==> src/rtl/seq_multiplier.sv <==
// Sequential shift-and-add unsigned multiplier.
// One partial product is accumulated per RUN cycle; the result is loaded
// onto product when the FSM enters DONE and held there until the next DONE.
// Optional feature: define SEQ_MULT_EARLY_EXIT_EN to leave RUN as soon as
// the remaining multiplier bits are all zero (product values are unchanged).
//
// Handshake: start is a level request sampled at each rising edge; it is
// taken only in IDLE or DONE and ignored in RUN. done is a one-cycle pulse
// marking the first cycle in which product holds the new result. busy and
// done are mutually exclusive.
module seq_multiplier #(
    parameter int WIDTH = 4
) (
    input  logic               clk,
    input  logic               rst_n,
    input  logic               start,
    input  logic [WIDTH-1:0]   multiplicand,
    input  logic [WIDTH-1:0]   multiplier,
    output logic               busy,
    output logic               done,
    output logic [2*WIDTH-1:0] product
);

    localparam int CW = $clog2(WIDTH + 1);

    typedef enum logic [1:0] {
        IDLE = 2'd0,
        RUN  = 2'd1,
        DONE = 2'd2
    } state_t;

    state_t             state;
    state_t             state_next;

    logic [2*WIDTH-1:0] mcand;
    logic [WIDTH-1:0]   mplier;
    logic [2*WIDTH-1:0] acc;
    logic [CW-1:0]      cnt;

    logic [2*WIDTH-1:0] acc_next;
    logic               run_last;

    // Partial-product add and end-of-run detection for the current RUN cycle.
    always_comb begin
        acc_next = acc + (mplier[0] ? mcand : '0);
`ifdef SEQ_MULT_EARLY_EXIT_EN
        // Post-shift multiplier is zero when every bit above the LSB is zero.
        run_last = (cnt == CW'(WIDTH - 1)) || (mplier[WIDTH-1:1] == '0);
`else
        run_last = (cnt == CW'(WIDTH - 1));
`endif
    end

    // State register with synchronous active-low reset.
    always_ff @(posedge clk) begin
        if (!rst_n) begin
            state <= IDLE;
        end else begin
            state <= state_next;
        end
    end

    // Next-state logic: start is honoured only outside RUN.
    always_comb begin
        state_next = state;
        case (state)
            IDLE:    if (start) state_next = RUN;
            RUN:     if (run_last) state_next = DONE;
            DONE:    state_next = start ? RUN : IDLE;
            default: state_next = IDLE;
        endcase
    end

    // Output decode: busy only in RUN, done only in DONE.
    always_comb begin
        busy = 1'b0;
        done = 1'b0;
        case (state)
            RUN:     busy = 1'b1;
            DONE:    done = 1'b1;
            default: ;
        endcase
    end

    // Datapath: operand capture on accept, shift-and-add in RUN, and
    // product load on the final RUN edge so it is valid with done.
    always_ff @(posedge clk) begin
        if (!rst_n) begin
            mcand   <= '0;
            mplier  <= '0;
            acc     <= '0;
            cnt     <= '0;
            product <= '0;
        end else begin
            case (state)
                IDLE, DONE: begin
                    if (start) begin
                        mcand  <= {{WIDTH{1'b0}}, multiplicand};
                        mplier <= multiplier;
                        acc    <= '0;
                        cnt    <= '0;
                    end
                end
                RUN: begin
                    acc    <= acc_next;
                    mcand  <= mcand << 1;
                    mplier <= mplier >> 1;
                    cnt    <= cnt + CW'(1);
                    if (run_last) begin
                        product <= acc_next;
                    end
                end
                default: ;
            endcase
        end
    end

endmodule

==> config.mk <==
export PLATFORM = sky130hd
export DESIGN_NAME = seq_multiplier
export DESIGN_NICKNAME = d
export VERILOG_FILES = /design/src/rtl/seq_multiplier.sv
export SDC_FILE = /design/constraint.sdc
export NUM_CORES = 1
export LEC_CHECK = 0
export CORE_MARGIN = 2
export CORE_UTILIZATION = 45
export CTS_BUF_LIST = sky130_fd_sc_hd__clkbuf_8 sky130_fd_sc_hd__clkbuf_16
export CTS_CLUSTER_DIAMETER = 60
export CTS_CLUSTER_SIZE = 30
export DETAILED_ROUTE_END_ITERATION = 10
export PLACE_DENSITY = 0.67
export SLEW_MARGIN = 0
export SYNTH_ARGS = -nofsm -noshare
export SYNTH_HDL_FRONTEND = slang
export SYNTH_SLANG_ARGS = --single-unit
==> constraint.sdc <==
create_clock -name clk -period 5.3 [get_ports clk]
set_input_delay 0.53 -clock clk [delete_from_list [all_inputs] [get_ports clk]]
set_output_delay 0.53 -clock clk [all_outputs]
set_load 0.005 [all_outputs]
======== Word level (Yosys, flattened, before mapping) ========
Index checks and enable logic that the tools add are counted.
word-level totals
  input port bits ......................... 11
  output and inout bits ................... 10
  bits in registers ....................... 33
cells by class
  equality and inequality tests ........... 6
  add/subtract/negate cells ............... 2
  multiplexer cells ....................... 15
  reduce and logical (&&, ||, !) cells .... 6
operator list
  operator                                       number
  one-hot mux 8 bit (2 select lines)             2
  two-way mux 8 bit                              3
  adder 8 bit                                    1
  one-hot mux 4 bit (2 select lines)             1
  inequality test 2 bit, second input constant   3
  one-hot mux 2 bit (3 select lines)             1
  one-hot mux 3 bit (2 select lines)             1
  AND reduction 2 bit                            3
  two-way mux 2 bit                              2
  two-way mux 4 bit                              1
  adder 3 x 1 -> 3 bit, second input constant    1
  == test 3 x 2 -> 1 bit, second input constant  1
  two-way mux 1 bit                              3
  two-way mux 3 bit                              1
  == test 2 x 1 -> 1 bit, second input constant  1
  == test 2 bit, second input constant           1
  logical NOT 2 bit                              1
  nonzero test 2 bit                             1
  OR reduction 2 bit                             1

======== Depth between registers and ports, before layout ========
Gate-level depths: netlist of run 1.
  word-level depth ........................ 4
  mapped depth ............................ 8
  mapped depth without buffers ............ 8

======== Worst setup path after synthesis of run 1 ========
Ideal clock, no wire load.
  kind .................................... register to register
  start point ............................. reg mplier[0]
  end point ............................... reg product[6]
  path slack .............................. 3377 ps
  required time ........................... 5226 ps
  arrival ................................. 1848 ps
  stages on the path, launching flop included .. 9
  path buffers ............................ 0
  period minus slack after synthesis ...... 1923 ps
  cell sequence ........................... dfxtp_1 -> and2_1 -> ha_1 -> inv_1 -> fa_1 -> nand2b_1 -> a2111oi_0 -> a211oi_1 -> o21ai_0
between the ends
  cells in the longest elaborated chain, start to end .. 2
RTL lines
  item                      RTL line  source
  start: declaration        36        logic [WIDTH-1:0] mplier;
  start signal: assignment  99        mplier <= multiplier;
  start signal: assignment  107       mplier <= mplier >> 1;
  two-way mux 8 bit         45        acc_next = acc + (mplier[0] ? mcand : '0);
  adder 8 bit               45
  end signal: assignment    110       product <= acc_next;
  end: declaration          21        output logic [2*WIDTH-1:0] product
No other way between the ends.
A chain may end at the register's enable or synchronous reset.

==> parameters.txt, run 1 <==
Parameter                              Value

Timing
  Worst hold-check slack    467 ps
  Min setup slack post-route    2980 ps
  Relative slew slack    0.187
  TNS Setup    0 ps
  Count of pins over their slew limit    0
  Worst-margin pin slew    1220 ps
  Worst clock skew    8.11 ps
  Unrepaired setup endpoints after global routing    false
  Number of endpoints failing setup at the final stage    0
  Number of hold violations in the final report    0
  Minimum clock period    2320 ps
  Fmax    431 MHz
  Crit share post-route    0.438

Power and ir drop
  Total power density per cell area    270 mW/mm^2
  Leak    0.825 nW
  Switching share of total power    0.223
  Part of the total power dissipated in sequential elements    0.469
  Total net switching power    0.125 mW
  Int Pwr    0.434 mW
  Worst vdd ir    0.138 mV
  Combinational power share    0.097
  Relative contribution of the clock network to total power    0.434
  Post-layout total power    0.559 mW

Drt
  Mean routed wirelength per cell    13.8 um
  Detailed-routed wire length on met3    174 um
  Total wire length    3580 um
  Routed vias/inst    5.53
  Count of vias placed by the detailed router    1431
  Post-detailed-route DRC marker count    0
  Count of routing violations after the opening detailed-route iteration    98
  Met1 Wirelength    1670 um
  Antenna viol nets, final    0
  TritonRoute pass-1 iters    4
  Top Layer Used    met4
  Routed wl met2    1710 um

Final layout
  Post-layout util    0.561
  Growth of design area from synthesis to finish    18.1%
  Fin area    0.00207 sq mm
  Net total in the final layout    231
  Number of antenna cells inserted    0
  Non-Filler Instances    259
  Share of cells above drive strength 1    0.0758
  Filler instances    351

Worst setup path
  Crit path DAT    2530 ps
  Worst Reg-to-Reg Cells    8
  Required time at the worst-slack endpoint    5510 ps
  CP endpoint kind    flop
  Startpoint types    input pin
  Largest fanout on the critical path    39
  FF-to-FF setup slack    3070 ps
  Terminus of the critical flop-to-flop path    product[6]$_SDFFE_PN0P_
  Kind of critical path    input pin to flop
  RR Startpoint    mplier[0]$_SDFFE_PN0P_

Synth
  Commonest register cell after synthesis    sky130_fd_sc_hd__dfxtp_1
  Adder and majority gate portion of the synthesized area    0.0757
  XOR/XNOR Fraction of Synth Area    0.0100
  EDFF count, synth    0
  Post-Syn Nets    213
  Commonest cells in the netlist    33 x sky130_fd_sc_hd__dfxtp_1, 21 x sky130_fd_sc_hd__nand2_1, 13 x sky130_fd_sc_hd__nor2b_1
  Share of flip-flops with an asynchronous set or reset after synthesis    0
  Number of warnings printed during yosys synthesis    0
  FF+latch count, synth    33
  Area fraction in compound gates after synthesis    0.227
  Top area cells in the synthesized netlist    sky130_fd_sc_hd__dfxtp_1 38%, sky130_fd_sc_hd__ha_1 6.4%, sky130_fd_sc_hd__nor2b_1 4.6%, sky130_fd_sc_hd__nand2_1 4.5%, sky130_fd_sc_hd__o211a_1 4.0%
  Synth area leader    sky130_fd_sc_hd__dfxtp_1
  Multiplexer share of the synthesized area    0.0343
  Mapped Cells    192
  Sequential area share after synthesis    0.377
  Simple-Gate Fraction of Synth Area    0.218
  Library cell with the highest instance count after synthesis    sky130_fd_sc_hd__dfxtp_1
  Netlist cell types    46
  Post-synthesis cell area    0.00175 sq mm
  Mean instance size in the synthesized netlist    9.12 sq um
  Area share of the leading cell type in the synthesized netlist    0.377
  Combinational family with the most area after synthesis    compound AO/OA/AOI/OAI gates

Global routing
  Antenna violations before repair    0
  Via count of the first global-routing pass    1410
  GRT Residual Overflow    0
  First-pass GRT wire length    6180 um
  Global routing usage summed across all routing layers    0.180
  Largest net degree at the start of global routing    40

CTS
  Resized cells post-CTS    0
  Number of buffers inserted during clock tree synthesis    5
  CTS Hold Bufs    0
  Buffer levels on the longest clock path    2
  Root buffer selected by CTS    sky130_fd_sc_hd__clkbuf_8
  Buffer count from post-CTS setup fixing    0
  Number of sinks driven by the clock tree    33
  Clock latency reported for the late side of the worst-skew pair    280 ps
  H-tree levels    2
  TritonCTS clock tree    built
  Clock-pin slew reported for the worst setup and hold paths after clock tree synthesis    70 ps

Placed design
  Number of port buffers    20
  Post-Place Cell Area    0.00195 sq mm
  Cells after DPL    251
  Global placement routability congestion    0.823
  Detail Placement HPWL    2590 um
  Placement Setup Slack    2690 ps

Status
  Run status    completed

Floorplan
  I/O pin count    21
  Initial standard-cell utilization of the core    0.475
  Vertical extent of the die    66.4 um
  Total core area    0.00369 sq mm
  Die Outline Area    0.00441 sq mm
  Cell row count    22
  Die X-Extent    66.4 um

Min path
  Class of the worst hold path    flop to flop
  Hold_sp    product[2]$_SDFFE_PN0P_
  Number of stages on the worst hold path    2
  Worst-case hold path end point    product[2]$_SDFFE_PN0P_

Run
  Reported max-cap violation count    0
[worst max-delay path: stages]
cell	delay, ps
sky130_fd_sc_hd__clkdlybuf4s50_1	1280
sky130_fd_sc_hd__nand2_1	170
sky130_fd_sc_hd__or4_1	450
sky130_fd_sc_hd__o211ai_1	90
[layout make-up]
class	count	area, sq um	area share
multi-input combinational	141	990	0.479
sequential	33	661	0.319
timing repair buffer	21	208	0.100
clock buffer	6	82.6	0.0399
tap	48	60.1	0.0290
clock inverter	2	37.5	0.0181
inverter	8	30.0	0.0145
[power by group through the flow]
stage	Clock, mW	Combinational, mW	Sequential, mW
after global placement	0	0.0524	0.267
after global routing	0.260	0.0595	0.263
after floorplan	0	0.0414	0.266
after CTS	0.249	0.0548	0.262
after detailed placement	0	0.0548	0.268
final	0.242	0.0544	0.262
[worst max-delay path by stage]
stage                                   end  depth (start not counted)  slack (ps)              startpoint
floorplan           product[6]$_SDFFE_PN0P_                          8        3380  mplier[0]$_SDFFE_PN0P_
global placement        acc[7]$_SDFFE_PN0P_                          4        2810                   rst_n
detailed placement      acc[7]$_SDFFE_PN0P_                          4        2690                   rst_n
CTS                     acc[7]$_SDFFE_PN0P_                          4        2990                   rst_n
global route            acc[7]$_SDFFE_PN0P_                          4        2830                   rst_n
finish                  acc[7]$_SDFFE_PN0P_                          4        2980                   rst_n
[kinds of logic after synthesis]
group                      after synthesis
AOI/OAI and AO/OA                       52
xor gates and xnor gates                 2
adders and majority gates               10
buffers and inverters                   18
DFF                                     33
muxes                                    6
and+or+nand+nor                         71
[cell usage in the layout, fill, tap and decap left out, types with 3 or more instances in the layout]
cell type,n
sky130_fd_sc_hd__clkbuf_8,6
sky130_fd_sc_hd__ha_1,9
sky130_fd_sc_hd__a21boi_0,6
sky130_fd_sc_hd__nor2_1,5
sky130_fd_sc_hd__o2111ai_1,3
sky130_fd_sc_hd__clkdlybuf4s50_1,20
sky130_fd_sc_hd__mux2i_1,6
sky130_fd_sc_hd__o21ai_0,5
sky130_fd_sc_hd__o211ai_1,4
sky130_fd_sc_hd__nor2b_1,13
sky130_fd_sc_hd__a22oi_1,9
sky130_fd_sc_hd__and2_1,8
sky130_fd_sc_hd__a21oi_1,6
sky130_fd_sc_hd__inv_1,7
sky130_fd_sc_hd__nand2b_1,4
sky130_fd_sc_hd__nand3_1,9
sky130_fd_sc_hd__nand2_1,21
sky130_fd_sc_hd__o211a_1,7
sky130_fd_sc_hd__dfxtp_1,33
[metal layers]
metal  up-vias  GRT usage
li1        720          -
met1       670      0.220
met2        36      0.315
met3         5     0.0409
met4         0     0.0459
met5         -          0
[state kept, by name, indices dropped and copies added (netlist names)]
register,flops
acc,8
cnt,3
mcand,8
mplier,4
product,8
state,2
(Power assumes the default switching activity.)
==> inputs of run 2 (changes only) <==
--- a/config.mk
+++ b/config.mk
@@ -11,7 +11,7 @@
 export CTS_CLUSTER_DIAMETER = 60
 export CTS_CLUSTER_SIZE = 30
 export DETAILED_ROUTE_END_ITERATION = 10
-export PLACE_DENSITY = 0.67
+export PLACE_DENSITY = 0.69
 export SLEW_MARGIN = 0
 export SYNTH_ARGS = -nofsm -noshare
 export SYNTH_HDL_FRONTEND = slang
==> constraint.sdc (replaced) <==
create_clock -name clk -period 1.9 [get_ports clk]
set_input_delay 0.19 -clock clk [delete_from_list [all_inputs] [get_ports clk]]
set_output_delay 0.19 -clock clk [all_outputs]
set_load 0.005 [all_outputs]
==> run 2 against run 1 <==
Compared with the run above:
- the run now ends with negative setup slack left
- design area up 6.6%
- clock-buffer cell count decreased by 1
- hold slack got worse by 4.5 ps
- register-to-register slack lost 3100 ps
- clock power grew 100%
- total power grew 150%
- global-route usage increased by 1.8 points
- sequential power rose to 2.8 times the previous value
- clock skew shrank 3.1 ps
- via count is 3.1% higher
- non-clock buffer count rose by 8
- first-iteration DRC count rose by 13%
- largest power group unchanged
==> parameters.txt, run 2 (same netlist as run 1, synthesis figures left out) <==
Parameter                              Value

Status
  Run status    finished with violations (was completed)
  Violations in the final reports    negative setup slack

Worst setup path
  Largest fanout on the critical path    3 (was 39)
  Startpoint types    flop (was input pin)
  Kind of critical path    flop to flop (was input pin to flop)
  Crit path DAT    2130 ps (was 2530 ps)
  FF-to-FF setup slack    -20 ps (was 3070 ps)
  Required time at the worst-slack endpoint    2110 ps (was 5510 ps)
  CP endpoint kind    flop (unchanged)

Timing
  Number of hold violations in the final report    0 (unchanged)
  Number of endpoints failing setup at the final stage    1 (was 0)
  Relative slew slack    0.586 (was 0.187)
  Worst hold-check slack    462 ps (was 467 ps)
  Unrepaired setup endpoints after global routing    true (was false)
  TNS Setup    -16.8 ps (was 0 ps)
  Count of pins over their slew limit    0 (unchanged)
  Worst-margin pin slew    621 ps (was 1220 ps)
  Minimum clock period    1920 ps
  Fmax    522 MHz
  Worst clock skew    5.00 ps (was 8.11 ps)
  Crit share post-route    1.01
  Min setup slack post-route    -16.8 ps (was 2980 ps)

Floorplan
  Initial standard-cell utilization of the core    0.475 (unchanged)
  Vertical extent of the die    66.4 um (unchanged)
  Die X-Extent    66.4 um (unchanged)
  I/O pin count    21 (unchanged)
  Die Outline Area    0.00441 sq mm (unchanged)
  Cell row count    22 (unchanged)
  Total core area    0.00369 sq mm (unchanged)

Power and ir drop
  Total power density per cell area    627 mW/mm^2 (was 270 mW/mm^2)
  Part of the total power dissipated in sequential elements    0.528 (was 0.469)
  Switching share of total power    0.250 (was 0.223)
  Leak    0.862 nW (was 0.825 nW)
  Combinational power share    0.122 (was 0.097)
  Total net switching power    0.345 mW (was 0.125 mW)
  Int Pwr    1.04 mW (was 0.434 mW)
  Relative contribution of the clock network to total power    0.349 (was 0.434)
  Worst vdd ir    0.537 mV (was 0.138 mV)

Placed design
  Global placement routability congestion    0.963 (was 0.823)
  Detail Placement HPWL    2730 um (was 2590 um)
  Number of port buffers    20 (unchanged)
  Cells after DPL    259 (was 251)
  Placement Setup Slack    -52.3 ps (was 2690 ps)

Drt
  Antenna viol nets, final    0 (unchanged)
  Routed vias/inst    5.53 (about the same)
  Count of routing violations after the opening detailed-route iteration    111 (was 98)
  Count of vias placed by the detailed router    1476 (was 1431)
  Post-detailed-route DRC marker count    0 (unchanged)
  TritonRoute pass-1 iters    4 (unchanged)
  Mean routed wirelength per cell    14.9 um (was 13.8 um)
  Total wire length    3980 um (was 3580 um)

CTS
  Buffer count from post-CTS setup fixing    0 (unchanged)
  Clock latency reported for the late side of the worst-skew pair    290 ps (was 280 ps)
  Buffer levels on the longest clock path    2 (unchanged)
  Number of sinks driven by the clock tree    33 (unchanged)
  Number of buffers inserted during clock tree synthesis    5 (unchanged)
  H-tree levels    2 (unchanged)
  Root buffer selected by CTS    sky130_fd_sc_hd__clkbuf_8 (unchanged)
  Clock-pin slew reported for the worst setup and hold paths after clock tree synthesis    60 ps (was 70 ps)
  TritonCTS clock tree    built (unchanged)

Final layout
  Share of cells above drive strength 1    0.178 (was 0.0758)
  Growth of design area from synthesis to finish    25.9% (was 18.1%)
  Largest regs    acc x8, mcand x8, product x8 (unchanged)
  Non-Filler Instances    267 (was 259)
  Leading cell type in the layout, fill and taps excluded    sky130_fd_sc_hd__dfxtp_1 (unchanged)
  Highest-count cells in the layout ignoring fill and taps    31 x sky130_fd_sc_hd__dfxtp_1, 20 x sky130_fd_sc_hd__clkdlybuf4s50_1, 19 x sky130_fd_sc_hd__nand2_1, 13 x sky130_fd_sc_hd__nor2b_1 (was 33 x sky130_fd_sc_hd__dfxtp_1, 21 x sky130_fd_sc_hd__nand2_1, 20 x sky130_fd_sc_hd__clkdlybuf4s50_1, 13 x sky130_fd_sc_hd__nor2b_1)
  Number of antenna cells inserted    0 (unchanged)
  Post-layout util    0.598 (was 0.561)
  Net total in the final layout    239 (was 231)
  Filler instances    330 (was 351)

Global routing
  GRT Residual Overflow    0 (unchanged)
  Via count of the first global-routing pass    1462 (was 1410)
  Antenna violations before repair    0 (unchanged)
  First-pass GRT wire length    6590 um (was 6180 um)
  Largest net degree at the start of global routing    21 (was 40)
  Global routing usage summed across all routing layers    0.198 (was 0.180)

Run
  Reported max-cap violation count    0 (unchanged)

Min path
  Class of the worst hold path    flop to flop (unchanged)
-- run 2: routing by layer --
layer	track usage	share of wire
met5	0	0
met4	0.0893	0.028
met3	0.0443	0.039
met2	0.335	0.47
met1	0.236	0.46
-- run 2: worst max-delay path, stage by stage, from the launching register on --
cell	delay, ps
sky130_fd_sc_hd__dfxtp_2	330
sky130_fd_sc_hd__and2_4	140
sky130_fd_sc_hd__ha_4	130
sky130_fd_sc_hd__inv_2	40
sky130_fd_sc_hd__fa_2	380
sky130_fd_sc_hd__nand2b_4	170
sky130_fd_sc_hd__a2111oi_4	380
sky130_fd_sc_hd__a211oi_2	80
sky130_fd_sc_hd__o22ai_1	190
-- run 2: worst paths after layout --
| path | startpoint | to | cells after the start |
|---|---|---|---|
| worst min-delay path | product[2]$_SDFFE_PN0P_ | product[2]$_SDFFE_PN0P_ | 2 |
| worst min register to register | product[2]$_SDFFE_PN0P_ | product[2]$_SDFFE_PN0P_ | 2 |
| worst max register to register | mplier[0]$_SDFFE_PN0P_ | acc[6]$_SDFFE_PN0P_ | 8 |
| worst max-delay path | mplier[0]$_SDFFE_PN0P_ | acc[6]$_SDFFE_PN0P_ | 8 |
-- run 2: timing repair --
action,in CTS,in global routing
hold endpoints to repair,0,0
hold buffers,0,0
setup endpoints to repair,4,6
gates cloned,0,0
pin swaps,0,5
resized for setup,9,15
-- run 2: cell type report --
| class | instances | area, sq um | area share |
|---|---|---|---|
| Clock buffer | 5 | 68.8 | 0.0312 |
| Clock inverter | 3 | 11.3 | 0.00511 |
| Inverter | 8 | 30.0 | 0.0136 |
| Multi-Input combinational cell | 141 | 1100 | 0.501 |
| Sequential cell | 33 | 663 | 0.301 |
| Tap cell | 48 | 60.1 | 0.0272 |
| Timing Repair Buffer | 29 | 268 | 0.121 |
-- run 2: power groups by stage --
| stage | clock network (mW) | logic [mW] | registers [mW] |
|---|---|---|---|
| finish | 0.483 | 0.169 | 0.730 |
| global route | 0.529 | 0.185 | 0.732 |
| CTS | 0.488 | 0.166 | 0.729 |
| detailed placement | 0 | 0.164 | 0.744 |
| global placement | 0 | 0.159 | 0.743 |
| floorplan | 0 | 0.116 | 0.741 |
-- run 2: metrics by stage --
stage,cell area (sq um),total power [mW]
after detailed placement,2020,0.908
after global routing,2200,1.45
after floorplan,1760,0.857
after CTS,2140,1.38
after global placement,2020,0.902
final,2200,1.38
==> inputs of run 3 (changes only) <==
==> constraint.sdc (replaced) <==
create_clock -name clk -period 1.9 [get_ports clk]
set_input_delay 0.19 -clock clk [delete_from_list [all_inputs] [get_ports clk]]
set_output_delay 0.19 -clock clk [all_outputs]
set_load 0.05 [all_outputs]
==> run 3 against run 2 <==
Compared with the run above:
- the flow now finishes without violations
- critical path depth stayed put
- register-to-register slack better by 70 ps
- combinational power is 8% higher
- non-clock buffer count is 2 higher
- worst setup slack better by 65 ps
- design area is 0.51% higher
- global-route usage is 0.62 points higher
- critical endpoint is now acc[7]$_SDFFE_PN0P_
- largest power group unchanged
- highest routed layer unchanged
==> parameters.txt, run 3 (same netlist as run 1, synthesis figures left out) <==
Parameter                              Value

Status
  Run status    completed (was finished with violations)

Final layout
  Net total in the final layout    241 (was 239)
  Share of cells above drive strength 1    0.208 (was 0.178)
  Post-layout util    0.601 (was 0.598)
  Fin area    0.00222 sq mm (was 0.00220 sq mm)
  Highest-count cells in the layout ignoring fill and taps    30 x sky130_fd_sc_hd__dfxtp_1, 19 x sky130_fd_sc_hd__nand2_1, 19 x sky130_fd_sc_hd__clkdlybuf4s50_1, 13 x sky130_fd_sc_hd__nor2b_1, 11 x sky130_fd_sc_hd__buf_4 (was 31 x sky130_fd_sc_hd__dfxtp_1, 20 x sky130_fd_sc_hd__clkdlybuf4s50_1, 19 x sky130_fd_sc_hd__nand2_1, 13 x sky130_fd_sc_hd__nor2b_1)
  Leading cell type in the layout, fill and taps excluded    sky130_fd_sc_hd__dfxtp_1 (unchanged)
  Filler instances    329 (was 330)
  Largest regs    acc x8, mcand x8, product x8 (unchanged)
  Number of antenna cells inserted    0 (unchanged)
  Growth of design area from synthesis to finish    26.5% (was 25.9%)

Min path
  Hold_sp    product[0]$_SDFFE_PN0P_ (was product[2]$_SDFFE_PN0P_)
  Class of the worst hold path    flop to flop (unchanged)
  Worst-case hold path end point    product[0]$_SDFFE_PN0P_ (was product[2]$_SDFFE_PN0P_)
  Number of stages on the worst hold path    2 (unchanged)

Floorplan
  Vertical extent of the die    66.4 um (unchanged)
  I/O pin count    21 (unchanged)
  Initial standard-cell utilization of the core    0.475 (unchanged)
  Total core area    0.00369 sq mm (unchanged)
  Cell row count    22 (unchanged)
  Die X-Extent    66.4 um (unchanged)
  Die Outline Area    0.00441 sq mm (unchanged)

Worst setup path
  Crit path DAT    2060 ps (was 2130 ps)
  Terminus of the critical flop-to-flop path    acc[7]$_SDFFE_PN0P_ (was acc[6]$_SDFFE_PN0P_)
  FF-to-FF setup slack    50 ps (was -20 ps)
  CP endpoint kind    flop (unchanged)
  Worst Reg-to-Reg Cells    8 (unchanged)
  Startpoint types    flop (unchanged)
  Kind of critical path    flop to flop (unchanged)
  Largest fanout on the critical path    7 (was 3)
  Required time at the worst-slack endpoint    2110 ps (about the same)
  RR Startpoint    mplier[0]$_SDFFE_PN0P_ (unchanged)

Global routing
  Antenna violations before repair    0 (unchanged)
  Largest net degree at the start of global routing    21 (unchanged)
  GRT Residual Overflow    0 (unchanged)
  Via count of the first global-routing pass    1501 (was 1462)
  First-pass GRT wire length    6820 um (was 6590 um)
  Global routing usage summed across all routing layers    0.204 (was 0.198)

Drt
  Total wire length    3980 um (about the same)
  Count of routing violations after the opening detailed-route iteration    74 (was 111)
  Mean routed wirelength per cell    14.8 um (was 14.9 um)
  Routed vias/inst    5.50 (was 5.53)
  Post-detailed-route DRC marker count    0 (unchanged)
  Antenna viol nets, final    0 (unchanged)
  Count of vias placed by the detailed router    1479 (was 1476)
  TritonRoute pass-1 iters    4 (unchanged)

CTS
  Number of sinks driven by the clock tree    33 (unchanged)
  Clock-pin slew reported for the worst setup and hold paths after clock tree synthesis    70 ps (was 60 ps)
  Root buffer selected by CTS    sky130_fd_sc_hd__clkbuf_8 (unchanged)
  TritonCTS clock tree    built (unchanged)
  Buffer levels on the longest clock path    2 (unchanged)
  Number of buffers inserted during clock tree synthesis    5 (unchanged)
  Clock latency reported for the late side of the worst-skew pair    290 ps (about the same)
  H-tree levels    2 (unchanged)

Power and ir drop
  Post-layout total power    1.41 mW (was 1.38 mW)
  Leak    0.876 nW (was 0.862 nW)
  Worst vdd ir    0.444 mV (was 0.537 mV)
  Total power density per cell area    637 mW/mm^2 (was 627 mW/mm^2)

Placed design
  Detail Placement HPWL    2770 um (was 2730 um)
  Number of port buffers    20 (unchanged)
  Global placement routability congestion    0.991 (was 0.963)
  Post-Place Cell Area    0.00204 sq mm (was 0.00202 sq mm)

Timing
  Worst-margin pin slew    622 ps (was 621 ps)
  Count of pins over their slew limit    0 (unchanged)
  Minimum clock period    1850 ps (was 1920 ps)
  Worst clock skew    7.64 ps (was 5.00 ps)
  Unrepaired setup endpoints after global routing    true (unchanged)
  Worst hold-check slack    460 ps (was 462 ps)
  Crit share post-route    0.974 (was 1.01)
  Number of hold violations in the final report    0 (unchanged)
  Relative slew slack    0.585 (was 0.586)
  TNS Setup    0 ps (was -16.8 ps)
  Number of endpoints failing setup at the final stage    0 (was 1)
  Fmax    540 MHz (was 522 MHz)

Run
  Reported max-cap violation count    0 (unchanged)
-- run 3: cell types whose count changed in the layout (fill, tap and decap cells not counted), sizes merged --
cell | before | now
buf | 9 | 12
clkinv | 0 | 2
inv | 11 | 9
clkdlybuf4s50 | 20 | 19
-- run 3: stage by stage --
step                      setup slack, ps  cells
after floorplan                      3.10    192
after global placement               48.7    260
after detailed placement            -44.0    260
after CTS                            8.73    268
after global routing                -45.5    269
final                                48.5    269
-- run 3: worst max-delay path by stage --
stage | start | to | slack (ps) | cells after the start
4_1_cts | mplier[0]$_SDFFE_PN0P_ | acc[7]$_SDFFE_PN0P_ | 9 | 7
5_1_grt | mplier[0]$_SDFFE_PN0P_ | acc[7]$_SDFFE_PN0P_ | -50 | 8
3_3_place_gp | mplier[0]$_SDFFE_PN0P_ | acc[7]$_SDFFE_PN0P_ | 50 | 7
6_report | mplier[0]$_SDFFE_PN0P_ | acc[7]$_SDFFE_PN0P_ | 50 | 8
2_1_floorplan | mplier[0]$_SDFFE_PN0P_ | product[6]$_SDFFE_PN0P_ | 3 | 8
3_5_place_dp | mplier[0]$_SDFFE_PN0P_ | acc[7]$_SDFFE_PN0P_ | -40 | 7
-- run 3: layout make-up --
type                       count  area [sq um]  area share
tap                           48          60.1      0.0271
multi-input combinational    141          1090       0.490
timing repair buffer          31           293       0.132
clock inverter                 3          13.8     0.00621
inverter                       8          30.0      0.0136
clock buffer                   5          68.8      0.0311
sequential                    33           664       0.300
-- run 3: per-layer routing --
metal / global-route usage / vias up / routed length (um)
met5: 0 / - / 0
met4: 0.0791 / 0 / 81
met3: 0.0528 / 9 / 162
met2: 0.351 / 39 / 1930
met1: 0.240 / 688 / 1810
li1: - / 743 / -
-- run 3: critical path: stages (launching register included) --
cell and delay [ps]:
sky130_fd_sc_hd__dfxtp_2 330, sky130_fd_sc_hd__buf_4 150, sky130_fd_sc_hd__nand2_2 80, sky130_fd_sc_hd__inv_1 60, sky130_fd_sc_hd__ha_1 210, sky130_fd_sc_hd__a21oi_4 210, sky130_fd_sc_hd__a211oi_2 110, sky130_fd_sc_hd__or4_1 520
sky130_fd_sc_hd__o211ai_1 100
-- run 3: power breakdown --
part           total, mW  leakage [nW]  internal, mW  switching (mW)
clock network      0.497        0.0491         0.248           0.250
logic              0.183         0.558        0.0853          0.0982
registers          0.731         0.269         0.715          0.0155
total               1.41         0.876          1.05           0.363
-- run 3: repair_timing --
item,CTS,global route
resized for setup,10,13
pin swaps,1,5
hold buffers,0,0
buffers inserted,0,1
setup endpoints to repair,5,6
